## config.mk

```make
export PLATFORM = sky130hd
export DESIGN_NAME = uart_rx_os_flat
export DESIGN_NICKNAME = d
export VERILOG_FILES = /design/src/rtl/uart_pkg.sv /design/src/rtl/uart_rx_os_if.sv /design/src/rtl/uart_baud_gen.sv /design/src/rtl/uart_rx_os.sv /design/src/flat_wrapper.sv
export SDC_FILE = /design/constraint.sdc
export NUM_CORES = 1
export LEC_CHECK = 0
export CORE_UTILIZATION = 57
export DETAILED_ROUTE_END_ITERATION = 7
export DONT_BUFFER_PORTS = 1
export GPL_TIMING_DRIVEN = 0
export PLACE_DENSITY = 0.72
export SYNTH_ARGS = -nofsm -noshare
export SYNTH_HDL_FRONTEND = slang
export SYNTH_SLANG_ARGS = --single-unit
export TNS_END_PERCENT = 10
```

## constraint.sdc

```tcl
create_clock -name clk -period 2.9 [get_ports clk]
set_input_delay 0.435 -clock clk [delete_from_list [all_inputs] [get_ports clk]]
set_output_delay 0.435 -clock clk [all_outputs]
set_load 0.01 [all_outputs]
```

## src/rtl/uart_pkg.sv

```systemverilog
// rtl/uart_pkg.sv - shared UART types, constants and divider helper
// Purpose: receiver state encoding, frame width and baud divider calculation
//          shared by the RX endpoint and the baud tick generator.
// Ports:   none (package).
package uart_pkg;

   localparam int DATA_BITS = 8;

   typedef enum logic [2:0] {
      IDLE,
      START,
      DATA,
      PARITY,
      STOP,
      WAIT_IDLE
   } rx_state_t;

   // Clocks per oversample tick, rounded to nearest.
   function automatic int calc_div(input longint clk_freq,
                                   input longint baud_rate,
                                   input longint oversample);
      longint den;
      den = baud_rate * oversample;
      return int'((clk_freq + den / 2) / den);
   endfunction

endpackage

```

## src/rtl/uart_rx_os_if.sv

```systemverilog
// rtl/uart_rx_os_if.sv - serial line and received-frame signals of the RX endpoint
// Purpose: bundles the serial input and the frame result outputs.
// Ports:   rx (serial line, idles high), rx_data (last byte), rx_valid (frame pulse),
//          parity_error, framing_error (flags of last frame), rx_busy (frame in progress).
//          master = line driver / consumer side, slave = receiver side.
interface uart_rx_os_if;
   import uart_pkg::*;

   logic                 rx;
   logic [DATA_BITS-1:0] rx_data;
   logic                 rx_valid;
   logic                 parity_error;
   logic                 framing_error;
   logic                 rx_busy;

   modport master (
      output rx,
      input  rx_data, rx_valid, parity_error, framing_error, rx_busy
   );

   modport slave (
      input  rx,
      output rx_data, rx_valid, parity_error, framing_error, rx_busy
   );

endinterface

```

## src/rtl/uart_baud_gen.sv

```systemverilog
// rtl/uart_baud_gen.sv - divide-by-DIV oversample tick generator
// Purpose: pulses tick for one clk every DIV enabled clocks; clear restarts the
//          phase so the first tick comes DIV clocks after clear is released.
// Ports:   clk, reset (sync, active-high), clear (sync restart), enable (count),
//          tick (one-clk pulse).
module uart_baud_gen #(
   parameter int DIV = 326
) (
   input  logic clk,
   input  logic reset,
   input  logic clear,
   input  logic enable,
   output logic tick
);

   localparam int CW = (DIV > 1) ? $clog2(DIV) : 1;

   logic [CW-1:0] cnt;

   always_ff @(posedge clk) begin
      if (reset || clear) begin
         cnt  <= '0;
         tick <= 1'b0;
      end else if (enable) begin
         if (cnt == CW'(DIV - 1)) begin
            cnt  <= '0;
            tick <= 1'b1;
         end else begin
            cnt  <= cnt + 1'b1;
            tick <= 1'b0;
         end
      end else begin
         tick <= 1'b0;
      end
   end

endmodule

```

## src/rtl/uart_rx_os.sv

```systemverilog
// rtl/uart_rx_os.sv - oversampling UART receiver with majority voting
// Purpose: recovers 8-bit frames (start, data LSB first, optional parity, stop)
//          from an asynchronous line, flags parity and framing errors and
//          rejects start-bit glitches.
// Ports:   clk, reset (sync, active-high), bus (uart_rx_os_if.slave: rx in;
//          rx_data, rx_valid, parity_error, framing_error, rx_busy out).
module uart_rx_os
   import uart_pkg::*;
#(
   parameter int CLK_FREQ   = 50_000_000,
   parameter int BAUD_RATE  = 9600,
   parameter int OVERSAMPLE = 16,
   parameter int PARITY_EN  = 1,
   parameter int PARITY_ODD = 0
) (
   input logic         clk,
   input logic         reset,
   uart_rx_os_if.slave bus
);

   localparam int DIV = calc_div(CLK_FREQ, BAUD_RATE, OVERSAMPLE);
   localparam int SW  = $clog2(OVERSAMPLE);
   localparam int BW  = $clog2(DATA_BITS);

   localparam logic [SW-1:0] S_LO   = SW'(OVERSAMPLE / 2 - 1);
   localparam logic [SW-1:0] S_MID  = SW'(OVERSAMPLE / 2);
   localparam logic [SW-1:0] S_HI   = SW'(OVERSAMPLE / 2 + 1);
   localparam logic [SW-1:0] S_LAST = SW'(OVERSAMPLE - 1);
   localparam logic          ODD    = (PARITY_ODD != 0);

   rx_state_t            state;
   logic                 rx_meta, rx_s, rx_s_d;
   logic [SW-1:0]        sample_cnt;
   logic [BW-1:0]        bit_cnt;
   logic [DATA_BITS-1:0] shreg;
   logic                 smp_lo, smp_mid;
   logic                 par_err;
   logic                 high_seen;
   logic                 tick;
   logic                 maj, decide, bit_end;

   logic [DATA_BITS-1:0] rx_data_r;
   logic                 rx_valid_r, parity_error_r, framing_error_r, rx_busy_r;

   // Held in clear while idle so the first tick lands DIV clocks after the
   // detected falling edge.
   uart_baud_gen #(.DIV(DIV)) u_baud (
      .clk    (clk),
      .reset  (reset),
      .clear  (state == IDLE),
      .enable (state != IDLE),
      .tick   (tick)
   );

   always_comb begin
      maj     = (smp_lo & smp_mid) | (smp_lo & rx_s) | (smp_mid & rx_s);
      decide  = tick && (sample_cnt == S_HI);
      bit_end = tick && (sample_cnt == S_LAST);
   end

   always_ff @(posedge clk) begin
      if (reset) begin
         state           <= IDLE;
         rx_meta         <= 1'b1;
         rx_s            <= 1'b1;
         rx_s_d          <= 1'b1;
         sample_cnt      <= '0;
         bit_cnt         <= '0;
         shreg           <= '0;
         smp_lo          <= 1'b1;
         smp_mid         <= 1'b1;
         par_err         <= 1'b0;
         high_seen       <= 1'b0;
         rx_data_r       <= '0;
         rx_valid_r      <= 1'b0;
         parity_error_r  <= 1'b0;
         framing_error_r <= 1'b0;
         rx_busy_r       <= 1'b0;
      end else begin
         rx_meta    <= bus.rx;
         rx_s       <= rx_meta;
         rx_s_d     <= rx_s;
         rx_valid_r <= 1'b0;

         // sample_cnt names the sample the next tick will take.
         if (tick) begin
            sample_cnt <= (sample_cnt == S_LAST) ? '0 : sample_cnt + 1'b1;
            if (sample_cnt == S_LO)  smp_lo  <= rx_s;
            if (sample_cnt == S_MID) smp_mid <= rx_s;
         end

         case (state)
            IDLE: begin
               sample_cnt <= '0;
               if (rx_s_d && !rx_s) state <= START;
            end
            START: begin
               if (decide) begin
                  if (maj) state     <= IDLE;
                  else     rx_busy_r <= 1'b1;
               end else if (bit_end) begin
                  state   <= DATA;
                  bit_cnt <= '0;
               end
            end
            DATA: begin
               if (decide) shreg <= {maj, shreg[DATA_BITS-1:1]};
               if (bit_end) begin
                  if (bit_cnt == BW'(DATA_BITS - 1))
                     state <= (PARITY_EN != 0) ? PARITY : STOP;
                  else
                     bit_cnt <= bit_cnt + 1'b1;
               end
            end
            PARITY: begin
               if (decide) par_err <= (maj != ((^shreg) ^ ODD));
               if (bit_end) state <= STOP;
            end
            STOP: begin
               if (decide) begin
                  rx_data_r       <= shreg;
                  parity_error_r  <= (PARITY_EN != 0) && par_err;
                  framing_error_r <= !maj;
                  rx_valid_r      <= 1'b1;
                  rx_busy_r       <= 1'b0;
                  high_seen       <= 1'b0;
                  state           <= maj ? IDLE : WAIT_IDLE;
               end
            end
            WAIT_IDLE: begin
               // Leave only after the line stayed high across a whole tick period.
               if (!rx_s) begin
                  high_seen <= 1'b0;
               end else if (tick) begin
                  if (high_seen) state <= IDLE;
                  high_seen <= 1'b1;
               end
            end
            default: state <= IDLE;
         endcase
      end
   end

   assign bus.rx_data       = rx_data_r;
   assign bus.rx_valid      = rx_valid_r;
   assign bus.parity_error  = parity_error_r;
   assign bus.framing_error = framing_error_r;
   assign bus.rx_busy       = rx_busy_r;

endmodule

```

## src/flat_wrapper.sv

```systemverilog
// flat-port wrapper written by rule: the top's interface ports become plain ports
module uart_rx_os_flat import uart_pkg::*;
#(
   parameter int CLK_FREQ   = 50_000_000,
   parameter int BAUD_RATE  = 9600,
   parameter int OVERSAMPLE = 16,
   parameter int PARITY_EN  = 1,
   parameter int PARITY_ODD = 0
)
  (clk, reset, bus_rx, bus_rx_data, bus_rx_valid, bus_parity_error, bus_framing_error, bus_rx_busy);
  uart_rx_os_if bus_i ();
  input logic clk;
  input logic reset;
  input wire logic [$bits(bus_i.rx)-1:0] bus_rx;
  output wire logic [$bits(bus_i.rx_data)-1:0] bus_rx_data;
  output wire logic [$bits(bus_i.rx_valid)-1:0] bus_rx_valid;
  output wire logic [$bits(bus_i.parity_error)-1:0] bus_parity_error;
  output wire logic [$bits(bus_i.framing_error)-1:0] bus_framing_error;
  output wire logic [$bits(bus_i.rx_busy)-1:0] bus_rx_busy;
  assign bus_i.rx = bus_rx;
  assign bus_rx_data = bus_i.rx_data;
  assign bus_rx_valid = bus_i.rx_valid;
  assign bus_parity_error = bus_i.parity_error;
  assign bus_framing_error = bus_i.framing_error;
  assign bus_rx_busy = bus_i.rx_busy;
  uart_rx_os #(.CLK_FREQ(CLK_FREQ), .BAUD_RATE(BAUD_RATE), .OVERSAMPLE(OVERSAMPLE), .PARITY_EN(PARITY_EN), .PARITY_ODD(PARITY_ODD)) u_core (.clk(clk), .reset(reset), .bus(bus_i));
endmodule
```

# ---- Word-level counts from Yosys, hierarchy flattened
# Index checks and enable logic that the tools add are counted.
dict set report classes {
  n_eq_ne 28
  muxes 29
  reduce_logical 24
  addsub 3
  bitwise_logic 7
}
# cell count
set ops {}
lappend ops {{$mux W3} 16}
lappend ops {{$ne A2 B1 Y1 const B} 9}
lappend ops {{$pmux W3 S6} 1}
lappend ops {{$eq A4 B4 Y1 const B} 3}
lappend ops {{$reduce_and A10 Y1} 1}
lappend ops {{$reduce_and A2 Y1} 5}
lappend ops {{$add A9 B1 Y9 const B} 1}
lappend ops {{$eq A3 B3 Y1 const B} 3}
lappend ops {{$eq A9 B9 Y1 const B} 1}
lappend ops {{$mux W9} 1}
lappend ops {{$ne A2 B2 Y1 const B} 4}
lappend ops {{$reduce_xor A8 Y1} 1}
lappend ops {{$mux W1} 7}
lappend ops {{$eq A3 B2 Y1 const B} 2}
lappend ops {{$pmux W3 S2} 1}
lappend ops {{$reduce_bool A2 Y1} 3}
lappend ops {{$reduce_or A2 Y1} 3}
lappend ops {{$reduce_and A5 Y1} 1}
lappend ops {{$add A4 B1 Y4 const B} 1}
lappend ops {{$eq A4 B3 Y1 const B} 1}
lappend ops {{$mux W4} 1}
lappend ops {{$pmux W1 S2} 2}
lappend ops {{$reduce_and A4 Y1} 1}
lappend ops {{$add A3 B1 Y3 const B} 1}
lappend ops {{other kinds (14)} 21}
dict set report totals {
  in_bits 3
  ff_bits 47
}

# ---- Logic depth before layout (Yosys ltp)
# Gate-level depths: netlist of run 1.
dict set report depth {
  word_depth 6
  mapped_depth 7
  mapped_depth_nobuf 7
}

# ---- Cells and area by module
# From an unflattened synthesis of run 1, not the netlist that was laid out.
dict set report hier_totals {
  hier_cells 256
  hier_area_um2 2225.9
}
# mod instances cells_each area_each_um2
set by_module_without_submodules {}
lappend by_module_without_submodules {uart_rx_os 1 203 1730.4}
lappend by_module_without_submodules {uart_baud_gen 1 53 495.5}

# ---- Worst setup path before layout of run 1
# OpenSTA, ideal clock, no wires.
dict set report synth_timing {
  kind {reg2reg}
  from {register u_core.sample_cnt[1]}
  to {register u_core.bit_cnt[0]}
  path_slack_ns 0.872
  arrival_ns 1.961
  n_path_buf 0
  path_stages_with_launch 8
  path_cell_list {dfxtp_1 inv_1 ha_1 and4b_4 or3_1 a211o_1 or3b_1 a21oi_2}
}
dict set report synth_via {
  elab_chain_cells 4
  elab_cells_between_ends 8
  classes_between {5 x eq/ne; 3 x reduce/logical}
}
# item line
set synth_lines {}
lappend synth_lines {{start: declaration} uart_rx_os.sv:33} ;# logic [SW-1:0] sample_cnt;
lappend synth_lines {{start signal: assignment} uart_rx_os.sv:87} ;# sample_cnt <= (sample_cnt == S_LAST) ? '0 : sample_cnt + 1'b1;
lappend synth_lines {{$eq A4 B4 Y1 (on tied branches)} {uart_rx_os.sv:58, uart_rx_os.sv:57}}
lappend synth_lines {{$logic_and A1 B1 Y1 (on tied branches)} {uart_rx_os.sv:58, uart_rx_os.sv:57}}
lappend synth_lines {{$ne A2 B1 Y1 (no line) or $ne A2 B2 Y1 (tied branches)} -}
lappend synth_lines {{$reduce_and A5 Y1 (no line) (*)} -}
lappend synth_lines {{end signal: assignment} uart_rx_os.sv:112} ;# bit_cnt <= bit_cnt + 1'b1;
lappend synth_lines {{end: declaration} uart_rx_os.sv:34} ;# logic [BW-1:0] bit_cnt;
# Every way passes the cells marked *; elsewhere a longest branch is shown, timed or not.
# A chain may end at the register's enable or synchronous reset.

# ---- Worst setup path in the final report of run 1
# Same ends and word-level chain as after synthesis.

==> flow_summary.toml, run 1 <==
[status]
status = "finished, final reports clean"

[clock_tree]
cts.clk_slew.worst_paths_ns = 0.14
htree_levels = 2
clock-root-buffer = "clkbuf_4"
numClockSinks = 47
cts_buffers = 5
postCtsSetupRepairBufs = 0
clk_latency_ns = 0.36
hold_buffers = 0
cts_resized = 0
cts_tree = "built"
clockBufferDepth = 2

[pwr]
power.internal_uw = 848
power.leakage_uw = 0.000782
switching_share_pct = 32.0
total_power_uw = 1250
comb_power_share_pct = 19.0
clockPowerShare_pct = 25.2
power_density_nw_per_um2 = 565
switching_power_uw = 399
sequentialPowerShare_pct = 55.8
ir_drop_mv = 0.371

[critical_path]
crit_path_end_kind = "flop"
crit_family = "simple AND/OR/NAND/NOR gates"
path_cells = "inv_1, ha_1, and4b_4, or3_1, a211o_1, or3b_1, a21oi_2"
critPathArrivalTime_ns = 2.48
crit_slowest_cell = "dfxtp_1"
path_class = "reg2reg"
required_ns = 3.20
critPathLaunchType = "flop"
path_buf_inv = 1
critPathMaxStageDelay_ns = 0.43
path_max_fanout = 5

[route]
antenna_left = 0
vias = 1618
drt_pass1_iterations = 5
wl_per_cell_um = 12.6
drt-initial-drc-count = 138
viasPerCell = 5.38
wl_mm = 3.81
drc = 0

[synth]
synth-seq-cells = 47
avgSynthCellArea_um2 = 8.46
synth_cell_types = 39
synthCells = 247
yosysWarningCount = 0
syn_area_um2 = 2090
ys_seq_area_share_pct = 45.0
syn_nets = 257

[grt]
grt_overflow = 0
gr-usage-all-layers_pct = 21.1
antenna_found_initial = 0
grt_pass1_wl_mm = 6.45
grt_max_degree = 16
grt_pass1_vias = 1455

[sta]
finalSetupViolations = 0
skew_ns = 0.0137
max-slew-margin-rel_pct = 66.5
fin_setup_tns_ns = 0
rsz0062_at_grt = "no"
maxClockFrequency_mhz = 458
worstMarginPinSlew_ns = 0.503
min_period_ns = 2.18
period_share_pct = 75.3
drv_slew = 0
finalHoldViolations = 0

[placed_design]
gp_congestion = 0.807
io_buffers = 0
place_hpwl_mm = 2.61

[floorplan]
core_area_um2 = 3420
core.rowCount = 21
die_w_um = 62.6
die_area_um2 = 3910
ios = 15
start_util_pct = 61.2
die_h_um = 62.6

[finish]
syn2layout_area_growth_pct = 5.51
antennaDiodeCount = 0
layout.nets = 264
drive_gt1_share_pct = 6.27

[min_path]
hp-class = "in2reg"

[run]
maxCapViolCount = 0
==> state kept, by name, indices dropped and copies added, names as in the netlist <==
name	flops
u_core.high_seen	1
u_core.u_baud.tick	1
u_core.smp_mid	1
u_core.bus.parity_error	1
u_core.bit_cnt	3
u_core.bus.rx_data	8
u_core.shreg	8
u_core.rx_meta	1
u_core.bus.rx_busy	1
u_core.sample_cnt	4
u_core.smp_lo	1
u_core.bus.framing_error	1
u_core.par_err	1
u_core.state	3
u_core.u_baud.cnt	9
u_core.bus.rx_valid	1
u_core.rx_s	1
u_core.rx_s_d	1
==> synth_stat cells, drive strengths merged <==
master | number | area (um^2)
xnor2 | 7 | 61.3
nor3 | 4 | 20.0
nand2 | 44 | 165
mux2i | 5 | 50.1
o21ai | 6 | 30.0
nand3b | 1 | 7.51
and2 | 1 | 6.26
dfxtp | 47 | 941
mux2 | 1 | 11.3
a211oi | 1 | 7.51
or3b | 1 | 8.76
a21oi | 24 | 124
nor4b | 1 | 8.76
nand4b | 2 | 17.5
nand4 | 2 | 12.5
nor2b | 3 | 18.8
ha | 7 | 87.6
and4b | 1 | 13.8
a32o | 1 | 10.0
nor2 | 27 | 101
or2 | 4 | 25.0
o22ai | 1 | 6.26
a31o | 1 | 8.76
a2bb2oi | 1 | 8.76
nand2b | 1 | 6.26
xnor3 | 1 | 22.5
maj3 | 1 | 10.0
or3 | 3 | 18.8
and4 | 1 | 8.76
inv | 5 | 18.8
nand3 | 17 | 85.1
o311a | 2 | 20.0
a211o | 2 | 17.5
xor2 | 7 | 61.3
buf | 1 | 11.3
nor4 | 1 | 6.26
and3 | 3 | 18.8
clkbuf | 9 | 33.8
==> through the flow <==
| step | hold slack, ns | util (%) | cell area, um^2 | setup slack (ns) | instances |
|---|---|---|---|---|---|
| CTS | 0.144 | 64.6 | 2210 | 0.713 | 301 |
| detailed placement | 0.409 | 62.9 | 2150 | 0.762 | 293 |
| global placement | 0.391 | 62.9 | 2150 | 0.773 | 293 |
| global route | 0.131 | 64.6 | 2210 | 0.577 | 301 |
| floorplan | 0.389 | - | 2090 | 0.872 | 247 |
| finish | 0.169 | 64.6 | 2210 | 0.717 | 301 |
==> cell usage in the layout, fill, tap and decap left out, types with 6 or more instances in the layout <==
| cell | count |
|---|---|
| nand3_1 | 17 |
| ha_1 | 7 |
| nor2_1 | 27 |
| xor2_1 | 7 |
| xnor2_1 | 7 |
| o21ai_0 | 6 |
| a21oi_1 | 23 |
| clkbuf_1 | 10 |
| dfxtp_1 | 47 |
| nand2_1 | 44 |
==> routing by layer <==
| metal | track usage (%) | wire length, um | vias up |
|---|---|---|---|
| met5 | 0 | 0 | - |
| met4 | 10.2 | 51 | 0 |
| met3 | 5.66 | 164 | 4 |
| met2 | 32.1 | 1620 | 27 |
| met1 | 27.7 | 1970 | 727 |
| li1 | - | - | 860 |
==> power groups by stage <==
| stage | Sequential [uW] | Clock, uW | Combinational (uW) |
|---|---|---|---|
| finish | 696 | 314 | 237 |
| floorplan | 702 | 0 | 187 |
| global route | 700 | 353 | 269 |
| global placement | 709 | 0 | 236 |
| detailed placement | 710 | 0 | 236 |
| CTS | 696 | 328 | 238 |
==> worst paths after layout <==
| path | cells past startpoint | from | slack, ns | end |
|---|---|---|---|---|
| worst max-delay path | 7 | u_core.sample_cnt[1] | 0.72 | u_core.bit_cnt[0] |
| worst min register to register | 1 | u_core.rx_meta | 0.44 | u_core.rx_s |
| worst min-delay path | 1 | bus_rx | 0.17 | u_core.rx_meta |
| worst max register to register | 7 | u_core.sample_cnt[1] | 0.72 | u_core.bit_cnt[0] |
==> kinds of logic after synthesis <==
logic type | synth area share, %
AND/OR/NAND/NOR | 26.3
flip-flops | 45.0
AO/OA/AOI/OAI | 11.1
XOR/XNOR | 6.94
buffers and inverters | 3.05
adder cells (fa/ha/maj) | 4.67
multiplexers | 2.93
==> area by class of cell <==
type,count,area [um^2]
Buffer,10,45.0
Fill cell,296,1210
Inverter,5,18.8
Sequential cell,47,941
Multi-Input combinational cell,185,1090
Clock buffer,6,41.3
Clock inverter,2,16.3
Tap cell,46,57.6
No activity file was read; power rests on OpenSTA's default activity.
==> run 2: changes to the inputs <==
==> constraint.sdc (replaced) <==
create_clock -name clk -period 2.2 [get_ports clk]
set_input_delay 0.33 -clock clk [delete_from_list [all_inputs] [get_ports clk]]
set_output_delay 0.33 -clock clk [all_outputs]
set_load 0.01 [all_outputs]
==> run 2 against run 1 <==
Clock skew about the same; clock-buffer cell count did not move; hold slack lost 0.10 ns; largest power group unchanged; die area unchanged; critical path depth did not move; critical endpoint unchanged.
==> flow_summary.toml, run 2 (synthesis results as in run 1) <==
[sta]
finalHoldViolations = 0
setup_slack_ns = 0.114
skew_ns = 0.0135
drv_slew = 0
finalSetupViolations = 0
max-slew-margin-rel_pct = 66.5
period_share_pct = 94.8
rsz0062_at_grt = "yes"
worstMarginPinSlew_ns = 0.503
min_period_ns = 2.09
maxClockFrequency_mhz = 479

[route]
drt-initial-drc-count = 146
vias = 1618
antenna_left = 0
wl_mm = 3.81
wl_per_cell_um = 12.7
viasPerCell = 5.38
drc = 0
drt_pass1_iterations = 5

[pwr]
power.leakage_uw = 0.000784
ir_drop_mv = 0.489
total_power_uw = 1650
power_density_nw_per_um2 = 748

[critical_path]
critPathLaunchType = "flop"
path_buf_inv = 1
path_max_fanout = 5
crit_path_end_kind = "flop"
crit_family = "simple AND/OR/NAND/NOR gates"
path_cells = "inv_1, ha_1, and4b_4, or3_1, a211o_1, or3b_1, a21oi_2"
path_class = "reg2reg"
crit_slowest_cell = "or3b_1"
critPathMaxStageDelay_ns = 0.40
critPathArrivalTime_ns = 2.38
required_ns = 2.50

[finish]
stdcell_count = 301
syn2layout_area_growth_pct = 5.80
regMostFlops = "u_core.u_baud.cnt"
final_cell_mix = "dfxtp_1 (46), nand2_1 (44), nor2_1 (27), a21oi_1 (23), nand3_1 (17)"
final_area_um2 = 2210
drive_gt1_share_pct = 7.06
largest_reg_flops = 9
layout.nets = 264
fillers = 297
antennaDiodeCount = 0
final_common_cell = "dfxtp_1"

[placed_design]
gp_congestion = 0.807
dp.cells = 293
place_hpwl_mm = 2.61
io_buffers = 0
placed_area_um2 = 2150
place_ws_ns = 0.0618

[clock_tree]
numClockSinks = 47
cts_tree = "built"
htree_levels = 2
cts_buffers = 5
clockBufferDepth = 2
clock-root-buffer = "clkbuf_4"
clk_latency_ns = 0.36
cts.clk_slew.worst_paths_ns = 0.14

[grt]
grt_max_degree = 16
grt_overflow = 0
grt_pass1_wl_mm = 6.45
antenna_found_initial = 0
grt_pass1_vias = 1455
gr-usage-all-layers_pct = 21.1

[floorplan]
ios = 15
core_area_um2 = 3420
die_h_um = 62.6
start_util_pct = 61.2
die_area_um2 = 3910
core.rowCount = 21
die_w_um = 62.6

[min_path]
hp-class = "in2reg"

[status]
status = "finished, final reports clean"

[run]
maxCapViolCount = 0
-- run 2: cell counts in the layout (fill, tap and decap cells not counted) --
No cell type changed its count.
-- run 2: area by class of cell --
cell class / count / area (um^2) / share of cell area [%]
Multi-Input combinational cell: 185 / 1090 / 49.3
Clock buffer: 6 / 41.3 / 1.87
Clock inverter: 2 / 16.3 / 0.735
Sequential cell: 47 / 942 / 42.6
Tap cell: 46 / 57.6 / 2.60
Inverter: 5 / 18.8 / 0.848
Buffer: 10 / 45.0 / 2.04
-- run 2: what timing repair did --
action | in CTS | in global routing
gates resized for setup | 0 | 2
hold buffers | 0 | 0
setup endpoints to repair | 0 | 8
setup buffers | 0 | 0
-- run 2: final timing paths --
check	start	to	slack, ns	depth (start not counted)
worst max register to register	u_core.sample_cnt[1]	u_core.bit_cnt[0]	0.11	7
worst min register to register	u_core.rx_meta	u_core.rx_s	0.44	1
worst min-delay path	bus_rx	u_core.rx_meta	0.06	1
worst max-delay path	u_core.sample_cnt[1]	u_core.bit_cnt[0]	0.11	7
-- run 2: power breakdown --
group | total [uW] | switching, uW | internal, uW
Sequential | 918 | 36.9 | 881
Clock | 413 | 283 | 130
Combinational | 323 | 212 | 111
Total | 1650 | 532 | 1120
-- run 2: metal layers --
metal,GRT usage (%),wire length [um],part of all wire (%),up-vias
met5,0,0,0,-
met4,10.2,51,1.3,0
met3,5.66,170,4.5,4
met2,32.1,1620,42,31
met1,27.7,1970,52,723
li1,-,-,-,860
-- run 2: through the flow --
step                hold WS (ns)  utilization (%)  TNS (ns)
finish                    0.0642             64.8         0
global route              0.0265             64.8   -0.0847
global placement           0.391             62.9         0
floorplan                  0.389                -         0
detailed placement         0.409             62.9         0
CTS                       0.0392             64.6         0
==> run 3: changes to the inputs <==
--- a/config.mk
+++ b/config.mk
@@ -10,6 +10,7 @@
 export DONT_BUFFER_PORTS = 1
 export GPL_TIMING_DRIVEN = 0
 export PLACE_DENSITY = 0.72
+export SLEW_MARGIN = 20
 export SYNTH_ARGS = -nofsm -noshare
 export SYNTH_HDL_FRONTEND = slang
 export SYNTH_SLANG_ARGS = --single-unit
==> results of run 3 <==
Final layout, timing and power as in run 2 (identical DEF).
